$ cat src/rtl/pipeline_controller_pkg.sv
// Shared encodings and scoreboard slot layout for the pipeline hazard controller.
package pipeline_controller_pkg;

  typedef enum logic [1:0] {
    CTL_RUN      = 2'd0,
    CTL_MEM_WAIT = 2'd1,
    CTL_FLUSH    = 2'd2
  } ctl_state_e;

  localparam logic [1:0] FWD_RF  = 2'd0;
  localparam logic [1:0] FWD_MEM = 2'd1;
  localparam logic [1:0] FWD_WB  = 2'd2;

  typedef struct packed {
    logic       valid;
    logic [4:0] rd;
    logic       wr;
    logic       load;
    logic [4:0] rs1;
    logic [4:0] rs2;
    logic       use1;
    logic       use2;
  } slot_t;

endpackage

$ cat src/rtl/pipeline_controller_if.sv
// ID/EX status in, stall/flush/forward controls out, between datapath and controller.
interface pipeline_controller_if;
  logic       id_valid;
  logic [4:0] id_rs1;
  logic [4:0] id_rs2;
  logic       id_use_rs1;
  logic       id_use_rs2;
  logic [4:0] id_rd;
  logic       id_wr;
  logic       id_load;
  logic       ex_redirect;
  logic       mem_wait;
  logic       stall_if;
  logic       stall_id;
  logic       stall_ex;
  logic       bubble_ex;
  logic       flush;
  logic [1:0] fwd_a;
  logic [1:0] fwd_b;

  modport master (
    output id_valid, id_rs1, id_rs2, id_use_rs1, id_use_rs2, id_rd, id_wr, id_load,
           ex_redirect, mem_wait,
    input  stall_if, stall_id, stall_ex, bubble_ex, flush, fwd_a, fwd_b
  );

  modport slave (
    input  id_valid, id_rs1, id_rs2, id_use_rs1, id_use_rs2, id_rd, id_wr, id_load,
           ex_redirect, mem_wait,
    output stall_if, stall_id, stall_ex, bubble_ex, flush, fwd_a, fwd_b
  );
endinterface

$ cat src/rtl/pipeline_controller_fwd_select.sv
// Operand bypass select for one EX source register; MEM result wins over WB.
module fwd_select
  import pipeline_controller_pkg::*;
(
  input  logic [4:0] rs,
  input  logic       use_rs,
  input  logic       mem_valid,
  input  logic       mem_wr,
  input  logic [4:0] mem_rd,
  input  logic       wb_valid,
  input  logic       wb_wr,
  input  logic [4:0] wb_rd,
  output logic [1:0] sel
);
  logic live;
  assign live = use_rs && (rs != 5'd0);

  always_comb begin
    sel = FWD_RF;
    if (live && mem_valid && mem_wr && (mem_rd == rs))
      sel = FWD_MEM;
    else if (live && wb_valid && wb_wr && (wb_rd == rs))
      sel = FWD_WB;
  end
endmodule

$ cat src/rtl/pipeline_controller.sv
// Hazard/sequencing controller for the 5-stage pipeline: EX/MEM/WB scoreboard,
// load-use interlock, memory-wait freeze, redirect flush and EX forwarding.
module pipeline_controller
  import pipeline_controller_pkg::*;
#(
  parameter int FLUSH_CYCLES = 2
) (
  input logic                  clk,
  input logic                  rst_n,
  pipeline_controller_if.slave ctl
);
  ctl_state_e state, nstate;
  logic [2:0] cnt, ncnt;
  slot_t      slot_ex, slot_mem, slot_wb, id_slot;
  logic       stall_if, stall_id, stall_ex, bubble_ex, flush, advance, load_use;
  logic [1:0] fwd_a, fwd_b;

  assign id_slot = '{valid: ctl.id_valid, rd: ctl.id_rd, wr: ctl.id_wr, load: ctl.id_load,
                     rs1: ctl.id_rs1, rs2: ctl.id_rs2,
                     use1: ctl.id_use_rs1, use2: ctl.id_use_rs2};

  // rd != 0 already implies the matching ID source is not x0
  assign load_use = slot_ex.valid && slot_ex.load && slot_ex.wr && (slot_ex.rd != 5'd0) &&
                    ctl.id_valid &&
                    ((ctl.id_use_rs1 && (ctl.id_rs1 == slot_ex.rd)) ||
                     (ctl.id_use_rs2 && (ctl.id_rs2 == slot_ex.rd)));

  always_comb begin
    nstate    = state;
    ncnt      = cnt;
    stall_if  = 1'b0;
    stall_id  = 1'b0;
    stall_ex  = 1'b0;
    bubble_ex = 1'b0;
    flush     = 1'b0;
    advance   = 1'b1;
    case (state)
      CTL_FLUSH: begin
        flush = 1'b1;
        if (ctl.mem_wait) begin
          // freeze counter and slots; flush stays up, no bubble while ID/EX is held
          stall_if = 1'b1;
          stall_id = 1'b1;
          stall_ex = 1'b1;
          advance  = 1'b0;
        end else begin
          bubble_ex = 1'b1;
          ncnt      = cnt - 3'd1;
          if (cnt <= 3'd1) nstate = CTL_RUN;
        end
      end
      default: begin
        // RUN, and MEM_WAIT once memory is ready (RUN rules apply that same cycle)
        nstate = CTL_RUN;
        if (ctl.mem_wait) begin
          stall_if = 1'b1;
          stall_id = 1'b1;
          stall_ex = 1'b1;
          advance  = 1'b0;
          nstate   = CTL_MEM_WAIT;
        end else if (ctl.ex_redirect) begin
          flush     = 1'b1;
          bubble_ex = 1'b1;
          ncnt      = 3'(FLUSH_CYCLES - 1);
          nstate    = (FLUSH_CYCLES > 1) ? CTL_FLUSH : CTL_RUN;
        end else if (load_use) begin
          stall_if  = 1'b1;
          bubble_ex = 1'b1;
        end
      end
    endcase
  end

  always_ff @(posedge clk) begin
    if (!rst_n) begin
      state    <= CTL_RUN;
      cnt      <= '0;
      slot_ex  <= '0;
      slot_mem <= '0;
      slot_wb  <= '0;
    end else begin
      state <= nstate;
      cnt   <= ncnt;
      if (advance) begin
        slot_wb  <= slot_mem;
        slot_mem <= slot_ex;
        slot_ex  <= (bubble_ex || flush) ? '0 : id_slot;
      end
    end
  end

  fwd_select u_fwd_a (
    .rs(slot_ex.rs1), .use_rs(slot_ex.use1),
    .mem_valid(slot_mem.valid), .mem_wr(slot_mem.wr), .mem_rd(slot_mem.rd),
    .wb_valid(slot_wb.valid), .wb_wr(slot_wb.wr), .wb_rd(slot_wb.rd),
    .sel(fwd_a)
  );

  fwd_select u_fwd_b (
    .rs(slot_ex.rs2), .use_rs(slot_ex.use2),
    .mem_valid(slot_mem.valid), .mem_wr(slot_mem.wr), .mem_rd(slot_mem.rd),
    .wb_valid(slot_wb.valid), .wb_wr(slot_wb.wr), .wb_rd(slot_wb.rd),
    .sel(fwd_b)
  );

  // source fields of MEM/WB are carried for uniform slot shifting only
  logic unused_slot_bits;
  assign unused_slot_bits = ^{slot_mem.load, slot_mem.rs1, slot_mem.rs2, slot_mem.use1,
                              slot_mem.use2, slot_wb.load, slot_wb.rs1, slot_wb.rs2,
                              slot_wb.use1, slot_wb.use2};

  assign ctl.stall_if  = rst_n && stall_if;
  assign ctl.stall_id  = rst_n && stall_id;
  assign ctl.stall_ex  = rst_n && stall_ex;
  assign ctl.bubble_ex = rst_n && bubble_ex;
  assign ctl.flush     = !rst_n || flush;
  assign ctl.fwd_a     = rst_n ? fwd_a : FWD_RF;
  assign ctl.fwd_b     = rst_n ? fwd_b : FWD_RF;
endmodule

$ cat src/flat_wrapper.sv
// flat-port wrapper written by rule: the top's interface ports become plain ports
module pipeline_controller_flat import pipeline_controller_pkg::*;
#(
  parameter int FLUSH_CYCLES = 2
)
  (clk, rst_n, ctl_id_valid, ctl_id_rs1, ctl_id_rs2, ctl_id_use_rs1, ctl_id_use_rs2, ctl_id_rd, ctl_id_wr, ctl_id_load, ctl_ex_redirect, ctl_mem_wait, ctl_stall_if, ctl_stall_id, ctl_stall_ex, ctl_bubble_ex, ctl_flush, ctl_fwd_a, ctl_fwd_b);
  pipeline_controller_if ctl_i ();
  input logic clk;
  input logic rst_n;
  input wire logic [$bits(ctl_i.id_valid)-1:0] ctl_id_valid;
  input wire logic [$bits(ctl_i.id_rs1)-1:0] ctl_id_rs1;
  input wire logic [$bits(ctl_i.id_rs2)-1:0] ctl_id_rs2;
  input wire logic [$bits(ctl_i.id_use_rs1)-1:0] ctl_id_use_rs1;
  input wire logic [$bits(ctl_i.id_use_rs2)-1:0] ctl_id_use_rs2;
  input wire logic [$bits(ctl_i.id_rd)-1:0] ctl_id_rd;
  input wire logic [$bits(ctl_i.id_wr)-1:0] ctl_id_wr;
  input wire logic [$bits(ctl_i.id_load)-1:0] ctl_id_load;
  input wire logic [$bits(ctl_i.ex_redirect)-1:0] ctl_ex_redirect;
  input wire logic [$bits(ctl_i.mem_wait)-1:0] ctl_mem_wait;
  output wire logic [$bits(ctl_i.stall_if)-1:0] ctl_stall_if;
  output wire logic [$bits(ctl_i.stall_id)-1:0] ctl_stall_id;
  output wire logic [$bits(ctl_i.stall_ex)-1:0] ctl_stall_ex;
  output wire logic [$bits(ctl_i.bubble_ex)-1:0] ctl_bubble_ex;
  output wire logic [$bits(ctl_i.flush)-1:0] ctl_flush;
  output wire logic [$bits(ctl_i.fwd_a)-1:0] ctl_fwd_a;
  output wire logic [$bits(ctl_i.fwd_b)-1:0] ctl_fwd_b;
  assign ctl_i.id_valid = ctl_id_valid;
  assign ctl_i.id_rs1 = ctl_id_rs1;
  assign ctl_i.id_rs2 = ctl_id_rs2;
  assign ctl_i.id_use_rs1 = ctl_id_use_rs1;
  assign ctl_i.id_use_rs2 = ctl_id_use_rs2;
  assign ctl_i.id_rd = ctl_id_rd;
  assign ctl_i.id_wr = ctl_id_wr;
  assign ctl_i.id_load = ctl_id_load;
  assign ctl_i.ex_redirect = ctl_ex_redirect;
  assign ctl_i.mem_wait = ctl_mem_wait;
  assign ctl_stall_if = ctl_i.stall_if;
  assign ctl_stall_id = ctl_i.stall_id;
  assign ctl_stall_ex = ctl_i.stall_ex;
  assign ctl_bubble_ex = ctl_i.bubble_ex;
  assign ctl_flush = ctl_i.flush;
  assign ctl_fwd_a = ctl_i.fwd_a;
  assign ctl_fwd_b = ctl_i.fwd_b;
  pipeline_controller #(.FLUSH_CYCLES(FLUSH_CYCLES)) u_core (.clk(clk), .rst_n(rst_n), .ctl(ctl_i));
endmodule
$ cat config.mk
export PLATFORM = sky130hd
export DESIGN_NAME = pipeline_controller_flat
export DESIGN_NICKNAME = d
export VERILOG_FILES = /design/src/rtl/pipeline_controller_pkg.sv /design/src/rtl/pipeline_controller_if.sv /design/src/rtl/pipeline_controller_fwd_select.sv /design/src/rtl/pipeline_controller.sv /design/src/flat_wrapper.sv
export SDC_FILE = /design/constraint.sdc
export NUM_CORES = 1
export LEC_CHECK = 0
export CAP_MARGIN = 25
export CORE_AREA = 4 4 70 72
export DETAILED_ROUTE_END_ITERATION = 8
export DIE_AREA = 0 0 74 76
export PLACE_DENSITY = 0.77
export SYNTH_ARGS = -nofsm -noshare
export SYNTH_HDL_FRONTEND = slang
export SYNTH_SLANG_ARGS = --single-unit
$ cat constraint.sdc
create_clock -name clk -period 2 [get_ports clk]
set_input_delay 0.4 -clock clk [delete_from_list [all_inputs] [get_ports clk]]
set_output_delay 0.4 -clock clk [all_outputs]
set_load 0.03 [all_outputs]
# ---- After elaboration in Yosys (flattened, before gate mapping)
# Cells that the tools add are included.
dict set report word_totals {
  word_cells 90
  in_bits 24
  out_inout_bits 9
  ff_bits 39
}
dict set report classes {
  n_eq_ne 9
  n_mux 28
  n_reduce_logical 34
  n_bitwise 1
  n_addsub 1
  magnitude_cmp 1
}
# cell n
set ops {}
lappend ops {{$eq A5 B5 Y1} 6}
lappend ops {{$logic_and A1 B1 Y1} 24}
lappend ops {{$mux W2} 11}
lappend ops {{$mux W20} 1}
lappend ops {{$reduce_bool A5 Y1} 3}
lappend ops {{$mux W1} 12}
lappend ops {{$mux W3} 4}
lappend ops {{$reduce_and A2 Y1} 2}
lappend ops {{$le A3 B1 Y1 const B} 1}
lappend ops {{$logic_or A1 B1 Y1} 3}
lappend ops {{$sub A3 B1 Y3 const B} 1}
lappend ops {{$eq A2 B2 Y1 const B} 1}
lappend ops {{$ne A2 B1 Y1 const B} 1}
lappend ops {{$ne A2 B2 Y1 const B} 1}
lappend ops {{$reduce_bool A2 Y1} 1}
lappend ops {{$logic_not A1 Y1} 1}
lappend ops {{$not A1 Y1} 1}

# ---- Logic depth before layout (Yosys ltp)
# Gate-level depths: netlist (run 1).
dict set report depth {
  word_depth 11
  depth_mapped 5
  mapped_depth_nobuf 5
}

# ---- By module
# Synthesis (run 1) repeated with hierarchy kept, for this count alone.
dict set report hier_totals {
  hier_cells 260
  area_unflattened_um2 2333.5
}
# module instances area_each_um2 cells_each seq_area_each_um2
set by_module_without_submodules {}
lappend by_module_without_submodules {pipeline_controller 1 2035.7 224 780.7}
lappend by_module_without_submodules {fwd_select 2 148.9 18 0.0}

# ---- Least setup slack after synthesis (run 1)
# OpenSTA, ideal clock, no wires.
dict set report synth_timing {
  kind {flip-flop to output port}
  start {register u_core.slot_ex[9] in the netlist's numbering}
  end {output port ctl_fwd_a[1]}
  path_stages_with_launch 5
  n_path_buf 0
  t_required_ns 1.600
  slack_ns -0.129
  arrival_time_ns 1.729
  path_cell_list {dfxtp_1 or4_1 o21ai_1 or4_1 nor4_2}
}
dict set report synth_between {
  elab_chain_cells 8
  word_cells_on_any_way 13
  classes_between {eq/ne (2); mux (3); reduce/logical (8)}
}
# item line_no
set synth_rtl {}
lappend synth_rtl {{start, declared} pipeline_controller.sv:14} ;# slot_t slot_ex, slot_mem, slot_wb, id_slot;
lappend synth_rtl {{start signal, assigned} pipeline_controller.sv:87} ;# slot_ex <= (bubble_ex || flush) ? '0 : id_slot;
lappend synth_rtl {{$reduce_bool A5 Y1} pipeline_controller_fwd_select.sv:16} ;# assign live = use_rs && (rs != 5'd0);
lappend synth_rtl {{$logic_and A1 B1 Y1} pipeline_controller_fwd_select.sv:16}
lappend synth_rtl {{$logic_and A1 B1 Y1 (3 in series)} pipeline_controller_fwd_select.sv:22} ;# else if (live && wb_valid && wb_wr && (wb_rd == rs))
lappend synth_rtl {{$mux W2} pipeline_controller_fwd_select.sv:22}
lappend synth_rtl {{$mux W2 *} pipeline_controller_fwd_select.sv:20} ;# if (live && mem_valid && mem_wr && (mem_rd == rs))
lappend synth_rtl {{$mux W2 *} pipeline_controller.sv:117} ;# assign ctl.fwd_a = rst_n ? fwd_a : FWD_RF;
lappend synth_rtl {{end, declared} flat_wrapper.sv:25} ;# output wire logic [$bits(ctl_i.fwd_a)-1:0] ctl_fwd_a;
# Every way passes the cells marked *; elsewhere a longest branch is shown, timed or not.

# ---- Worst setup path in the final report (run 1)
dict set report layout_timing {
  start {register u_core.slot_ex[3] in the netlist's numbering}
  end {output port ctl_fwd_b[1]}
}
dict set report layout_between {
  elab_chain_cells 8
  word_cells_on_any_way 13
  classes_between {eq/ne (2); mux (3); reduce/logical (8)}
}
# item line_no
set layout_rtl {}
lappend layout_rtl {{$reduce_bool A5 Y1} pipeline_controller_fwd_select.sv:16}
lappend layout_rtl {{$logic_and A1 B1 Y1} pipeline_controller_fwd_select.sv:16}
lappend layout_rtl {{$logic_and A1 B1 Y1 (3 in series)} pipeline_controller_fwd_select.sv:22}
lappend layout_rtl {{$mux W2} pipeline_controller_fwd_select.sv:22}
lappend layout_rtl {{$mux W2 *} pipeline_controller_fwd_select.sv:20}
lappend layout_rtl {{$mux W2 *} pipeline_controller.sv:118} ;# assign ctl.fwd_b = rst_n ? fwd_b : FWD_RF;
lappend layout_rtl {{end, declared} flat_wrapper.sv:26} ;# output wire logic [$bits(ctl_i.fwd_b)-1:0] ctl_fwd_b;
# Marked as above.

==> flow_metrics.env, run 1 <==
export IMPL_status="finished with violations"
export IMPL_violations="setup timing"
export IMPL_wl_per_cell_um=16.6
export IMPL_final_period_utilization_pct=113
export IMPL_ys_ff_latch=39
export IMPL_dieArea_sq_um=5620
export IMPL_slew_headroom_pct=73.4
export IMPL_multi_input_comb_area_sq_um=1510
export IMPL_dp_slack_ns=-0.376
export IMPL_detailed_place_hpwl_um=4080
export IMPL_max_cap_violations=0
export IMPL_rsz0062_at_grt="true"
export IMPL_syn_inst=257
export IMPL_portBuffers=32
export IMPL_cp_required_ns=1.60
export IMPL_grt_ovfl_total=0
export IMPL_critPathLaunchType="flop"
export IMPL_yosysWarningCount=0
export IMPL_cts_root_buf="clkbuf_8"
export IMPL_worst_setup_path_type="flop to output port"
export IMPL_synth_area_leaders="dfxtp_1 (35%), a41oi_1 (7.8%), xnor2_1 (7.8%)"
export IMPL_p_per_area_nw_per_um2=576
export IMPL_area_delta_synth_final_pct=38.0
export IMPL_max_freq_mhz=443
export IMPL_cts_sinks=39
export IMPL_synth_seq_area_share_pct=34.9
export IMPL_grt_pass1_wl_um=9360
export IMPL_via_per_inst=6.04
export IMPL_arrival_ns=1.86
export IMPL_synth_top_cell_by_area="dfxtp_1"
export IMPL_drive_above_1_share_pct=29.9
export IMPL_hold_path_end="u_core.slot_ex[2]$_SDFFE_PN0N_"
export IMPL_synth_flop_cell="dfxtp_1"
export IMPL_finalWorstSetupSlack_ns=-0.257
export IMPL_synth_top_cell_area_share_pct=34.9
export IMPL_cts_max_path_buffers=2
export IMPL_p_leak_uw=0.00127
export IMPL_path_max_fanout=4
export IMPL_io_pins=33
export IMPL_vias=2194
export IMPL_fillerInstances=333
export IMPL_cts_hold_buf=0
export IMPL_fin_crit_ns=2.26
export IMPL_vdd_ir_drop_worst_uv=432
export IMPL_insertion_delay_ns=0.29
export IMPL_cts_tree="done"
export IMPL_worst_pin_slew_ns=0.396
export IMPL_postSynthAreaPerCell_sq_um=8.70
export IMPL_holdCritPathClass="primary input to flop"
export IMPL_hp_start="ctl_id_rs2[0]"
export IMPL_final_net_count=338
export IMPL_finalSetupViolCount=4
export IMPL_hold_viol_final=0
export IMPL_drt_iter0_markers=141
export IMPL_report_final_slew_viol_count=0
export IMPL_placementRows=24
export IMPL_rrSetupSlack_ns=0.47
export IMPL_fin_worst_skew_ns=0.00890
export IMPL_reg2reg_depth=5
export IMPL_antenna_found_initial=0
export IMPL_synth_net_count=283
export IMPL_clk_pin_slew_ns=0.07
export IMPL_ys_types=38
export IMPL_grt_max_degree=43
export IMPL_grt_pass1_vias=2035
export IMPL_antenna_cells=0
export IMPL_gp_congestion=0.850
export IMPL_r2r_end="u_core.slot_ex[7]$_SDFFE_PN0N_"
export IMPL_wl_um=6040
export IMPL_drc=0
export IMPL_async_flop_share_pct=0
export IMPL_crit_path_end_kind="output port"
export IMPL_syn_area_sq_um=2240
export IMPL_die_y_um=76
export IMPL_initial_core_util_pct=52.1
export IMPL_cts_max_level=2
export IMPL_coreArea_sq_um=4290
export IMPL_detail_route_antenna_nets=0
export IMPL_fp_dieW_um=74
export IMPL_synth_edf_count=0
export IMPL_cts_buffers=5
export IMPL_first_pass_iters=4
export IMPL_whs_path_depth=3
export IMPL_r2r_start="u_core.state[1]$_SDFFE_PN0P_"
export IMPL_seq_area_sq_um=823
export IMPL_whs_ns=0.412
export IMPL_grt_usage_pct=21.0
==> registers in the layout, summed over array words and instances, names as in the netlist <==
signal           cells
u_core.slot_wb       7
u_core.cnt           3
u_core.state         2
u_core.slot_ex      20
u_core.slot_mem      7
==> metrics by stage <==
step	power, uW	instances	cell area [sq um]	utilization (%)	TNS, ns
final	1780	363	3090	71.9	-0.826
after global routing	1860	363	3090	71.9	-1.16
after CTS	1740	356	2920	68.0	-0.873
after detailed placement	1250	349	2770	64.5	-4.17
after global placement	1240	349	2770	64.5	-3.57
after floorplan	1090	257	2250	-	0
==> Yosys cell counts (2+ instances only) <==
cell type and instances:
a21boi_0 2, a41oi_1 20, and2_1 4, and3_1 19, buf_1 2, buf_2 4, clkbuf_1 15, dfxtp_1 39
ha_1 2, inv_1 2, mux2i_1 14, nand2_1 5, nand2b_1 2, nand3_1 20, nand4_1 7, nor2_1 5
nor2b_1 17, nor4_1 2, nor4_2 2, o21ai_0 24, o21ai_1 2, or4_1 4, xnor2_1 20, xor2_1 10
==> power breakdown <==
group	switching, uW	internal, uW	leakage, uW
logic	199	218	0.000910
registers	55.8	819	0.000327
clock network	255	232	0.0000371
total	509	1270	0.00127
==> routing by layer <==
layer	vias to the layer above	share of wire (%)	global-route usage, %
li1	1064	-	-
met1	1047	44	28.8
met2	73	48	31.8
met3	10	5.4	4.75
met4	0	1.9	7.97
met5	-	0	0
==> worst max-delay path: stages, from the launching register on <==
cell,delay [ns]
dfxtp_4,0.38
or4_4,0.14
o21ai_4,0.06
or4_4,0.54
nor4_4,0.29
buf_6,0.16
==> cell type report <==
type / instances / area share [%]
Tap cell: 52 / 2.11
Sequential cell: 39 / 26.7
Timing Repair Buffer: 71 / 19.8
Multi-Input combinational cell: 193 / 48.8
Inverter: 2 / 0.243
Clock buffer: 6 / 2.35
==> placed cells by master (no fill, tap or decap), types with 2 or more instances in the layout <==
| cell | netlist | layout |
|---|---|---|
| a21boi_0 | 2 | 2 |
| a41oi_1 | 20 | 20 |
| and2_1 | 4 | 3 |
| and3_1 | 19 | 19 |
| buf_4 | 1 | 42 |
| buf_6 | 0 | 4 |
| clkbuf_8 | 0 | 5 |
| clkdlybuf4s15_1 | 0 | 2 |
| clkdlybuf4s50_1 | 0 | 9 |
| dfxtp_1 | 39 | 25 |
| dfxtp_2 | 0 | 4 |
| dfxtp_4 | 0 | 10 |
| dlygate4sd2_1 | 0 | 10 |
| ha_1 | 2 | 2 |
| inv_1 | 2 | 2 |
| mux2i_1 | 14 | 14 |
| nand2_1 | 5 | 5 |
| nand2b_1 | 2 | 2 |
| nand3_1 | 20 | 20 |
| nand4_1 | 7 | 7 |
| nor2_1 | 5 | 4 |
| nor2b_1 | 17 | 16 |
| nor4_4 | 0 | 3 |
| o21ai_0 | 24 | 24 |
| o21ai_4 | 0 | 2 |
| or4_4 | 0 | 4 |
| xnor2_1 | 20 | 12 |
| xnor2_2 | 0 | 8 |
| xor2_1 | 10 | 10 |
==> how the worst max path moves through the flow <==
stage / start / endpoint / slack [ns] / depth (start not counted)
2_1_floorplan: u_core.slot_ex[9]$_SDFFE_PN0N_ / ctl_fwd_a[1] / 0.01 / 4
3_3_place_gp: rst_n / ctl_fwd_a[1] / -0.37 / 5
3_5_place_dp: rst_n / ctl_fwd_a[1] / -0.38 / 5
4_1_cts: u_core.slot_ex[7]$_SDFFE_PN0N_ / ctl_fwd_a[1] / -0.29 / 5
5_1_grt: u_core.slot_ex[5]$_SDFFE_PN0N_ / ctl_fwd_b[1] / -0.32 / 5
6_report: u_core.slot_ex[3]$_SDFFE_PN0N_ / ctl_fwd_b[1] / -0.26 / 5
==> what timing repair did <==
| action | in CTS | in global routing |
|---|---|---|
| pin swaps | 9 | 14 |
| resized for setup | 37 | 32 |
| endpoints found under the setup margin | 9 | 8 |
| setup buffers | 1 | 7 |
| hold endpoints to repair | 0 | 0 |
| cloned | 0 | 0 |
==> kinds of logic (layout without fill, tap and decap cells) <==
kind of cell	count (synthesis)	count (layout)	synth area share, %
simple gates	90	90	23.7
fa+ha+maj	2	2	1.12
flops	39	39	34.9
xor+xnor	30	30	11.8
buf+inv	25	79	4.64
compound gates	56	56	17.1
mux	15	15	6.77
Note: power is estimated with default switching activity, not from simulation.
==> run 2: changes to the inputs <==
--- a/config.mk
+++ b/config.mk
@@ -6,10 +6,12 @@
 export NUM_CORES = 1
 export LEC_CHECK = 0
 export CAP_MARGIN = 25
-export CORE_AREA = 4 4 70 72
+export CELL_PAD_IN_SITES_DETAIL_PLACEMENT = 0
+export CELL_PAD_IN_SITES_GLOBAL_PLACEMENT = 1
+export CORE_AREA = 4 4 79 81
 export DETAILED_ROUTE_END_ITERATION = 8
-export DIE_AREA = 0 0 74 76
-export PLACE_DENSITY = 0.77
+export DIE_AREA = 0 0 83 85
+export PLACE_DENSITY = 0.86
 export SYNTH_ARGS = -nofsm -noshare
 export SYNTH_HDL_FRONTEND = slang
 export SYNTH_SLANG_ARGS = --single-unit
==> run 2 against run 1 <==
Effect of this change:
- the flow still finishes with violations (setup timing)
- global-route usage shrank 3.4 points
- highest routed layer unchanged
- via count shrank 3.2%
- wire length grew 0.70%
- register-to-register slack gained 0.08 ns
- power grew 1.9%
- utilization shrank 15 points
- combinational power shrank 1%
- clock power grew 7.2%
- sequential share of layout area shrank 0.35 points
- critical endpoint unchanged
==> flow_metrics.env, run 2 (same netlist as run 1, synthesis figures left out) <==
export IMPL_status="finished with violations"
export IMPL_violations="setup timing"
export IMPL_io_pins=33
export IMPL_p_leak_uw=0.00127
export IMPL_cts_sinks=39
export IMPL_portBuffers=32
export IMPL_grt_pass1_vias=2009
export IMPL_placementRows=27
export IMPL_regMostFlops="u_core.slot_ex"
export IMPL_crit_path_end_kind="output port"
export IMPL_cts_buffers=5
export IMPL_cts_max_path_buffers=2
export IMPL_path_max_fanout=4
export IMPL_fin_crit_ns=2.29
export IMPL_wl_met3_um=239
export IMPL_area_delta_synth_final_pct=40.1
export IMPL_antenna_found_initial=0
export IMPL_cp_required_ns=1.60
export IMPL_fin_worst_skew_ns=0.00840
export IMPL_cts_max_level=2
export IMPL_drc=0
export IMPL_finalWorstSetupSlack_ns=-0.288
export IMPL_vias=2124
export IMPL_drt_iter0_markers=93
export IMPL_crit_family="simple AND/OR/NAND/NOR gates"
export IMPL_layout_common_cells="buf_4 (37), o21ai_0 (24), dfxtp_1 (22)"
export IMPL_worst_setup_path_type="flop to output port"
export IMPL_cts_tree="done"
export IMPL_whs_ns=0.507
export IMPL_gp_congestion=0.853
export IMPL_cts_root_buf="clkbuf_8"
export IMPL_vdd_ir_drop_worst_uv=312
export IMPL_detailed_place_hpwl_um=4150
export IMPL_slowest_stage="or4_4"
export IMPL_final_net_count=336
export IMPL_p_per_area_nw_per_um2=579
export IMPL_final_period_utilization_pct=114
export IMPL_cts_hold_buf=0
export IMPL_report_final_slew_viol_count=0
export IMPL_antenna_cells=0
export IMPL_cpPeakStageDelay_ns=0.52
export IMPL_reg_top3="u_core.slot_ex x20, u_core.slot_mem x7, u_core.slot_wb x7"
export IMPL_grt_pass1_wl_um=10200
export IMPL_critPathLaunchType="flop"
export IMPL_final_common_cell="buf_4"
export IMPL_worst_pin_slew_ns=0.322
export IMPL_wl_per_cell_um=15.9
export IMPL_dr_max_layer_used="met4"
export IMPL_grt_usage_pct=17.7
export IMPL_fin_area_sq_um=3130
export IMPL_fp_dieW_um=83
export IMPL_first_pass_iters=4
export IMPL_holdCritPathClass="flop to flop"
export IMPL_via_per_inst=5.55
export IMPL_coreArea_sq_um=5470
export IMPL_slew_headroom_pct=78.5
export IMPL_initial_core_util_pct=40.9
export IMPL_insertion_delay_ns=0.30
export IMPL_finalSetupViolCount=4
export IMPL_dr_wl_met2_um=2980
export IMPL_detail_route_antenna_nets=0
export IMPL_dieArea_sq_um=7060
export IMPL_wl_um=6080
export IMPL_cp_num_buf_inv=1
export IMPL_worstPathCellList="or4_4 -> o21ai_4 -> nor4_4 -> nor4_4 -> buf_6"
export IMPL_max_cap_violations=0
export IMPL_dpl_instance_area_sq_um=2800
export IMPL_grt_max_degree=36
export IMPL_clk_pin_slew_ns=0.08
export IMPL_arrival_ns=1.89
export IMPL_crit_path_frequent_cell="nor4_4"
export IMPL_die_y_um=85
export IMPL_hold_viol_final=0
export IMPL_wl_met1_um=2790
export IMPL_drive_above_1_share_pct=30.9
export IMPL_grt_ovfl_total=0
export IMPL_max_freq_mhz=437
export IMPL_largest_reg_flops=20
export IMPL_rsz0062_at_grt="true"
-- run 2: cell types whose count changed in the layout (fill, tap and decap cells not counted), moves of 2 or more --
| cell | delta |
|---|---|
| buf_4 | -5 |
| buf_6 | +3 |
| clkdlybuf4s15_1 | -2 |
| dfxtp_1 | -3 |
| dfxtp_2 | +4 |
| dlygate4sd2_1 | +2 |
-- run 2: cell type report --
class	instances	area, sq um
Timing Repair Buffer	69	609
Clock buffer	7	76.3
Fill cell	500	2340
Clock inverter	1	5.00
Tap cell	72	90.1
Sequential cell	39	825
Inverter	2	7.51
Multi-Input combinational cell	193	1520
-- run 2: path summary, 6_finish.rpt --
kind,endpoint,start,slack [ns],depth (start not counted)
setup / recovery,ctl_fwd_b[1],u_core.slot_ex[3]$_SDFFE_PN0N_,-0.29,5
hold / removal,u_core.cnt[1]$_SDFFE_PN0P_,u_core.cnt[1]$_SDFFE_PN0P_,0.51,2
setup reg to reg,u_core.slot_ex[11]$_SDFFE_PN0N_,u_core.slot_ex[18]$_SDFFE_PN0N_,0.55,5
hold reg to reg,u_core.cnt[1]$_SDFFE_PN0P_,u_core.cnt[1]$_SDFFE_PN0P_,0.51,2
-- run 2: what timing repair did --
| action | in CTS | in global routing |
|---|---|---|
| resized for setup | 53 | 19 |
| endpoints found under the setup margin | 8 | 6 |
| setup buffers | 4 | 2 |
| pin swaps | 19 | 15 |
-- run 2: per-stage QoR --
stage                     setup WS [ns]  total power, uW  util, %  setup TNS, ns  instances
after global routing             -0.350             1900     57.2          -1.16        383
after global placement           -0.394             1240     51.1          -3.52        369
after detailed placement         -0.417             1250     51.1          -3.65        369
after CTS                        -0.322             1800     55.6         -0.918        381
final                            -0.288             1810     57.2         -0.851        383
after floorplan                 0.00979             1090        -              0        257
-- run 2: tightest hold or removal path: cells and delay by family, from the launching register on --
| family | cells | cell delay, ns |
|---|---|---|
| flops | 1 | 0.32 |
| compound gates | 2 | 0.14 |
-- run 2: per-layer routing --
layer / global-route usage (%) / vias up
met3: 4.37 / 5
met4: 5.65 / 0
met1: 23.9 / 1019
met5: 0 / -
met2: 27.7 / 46
li1: - / 1054
-- run 2: power breakdown --
part / leakage, uW / internal [uW] / switching (uW)
sequential: 0.000329 / 819 / 58.4
combinational: 0.000898 / 215 / 198
clock: 0.0000422 / 245 / 277
total: 0.00127 / 1280 / 534
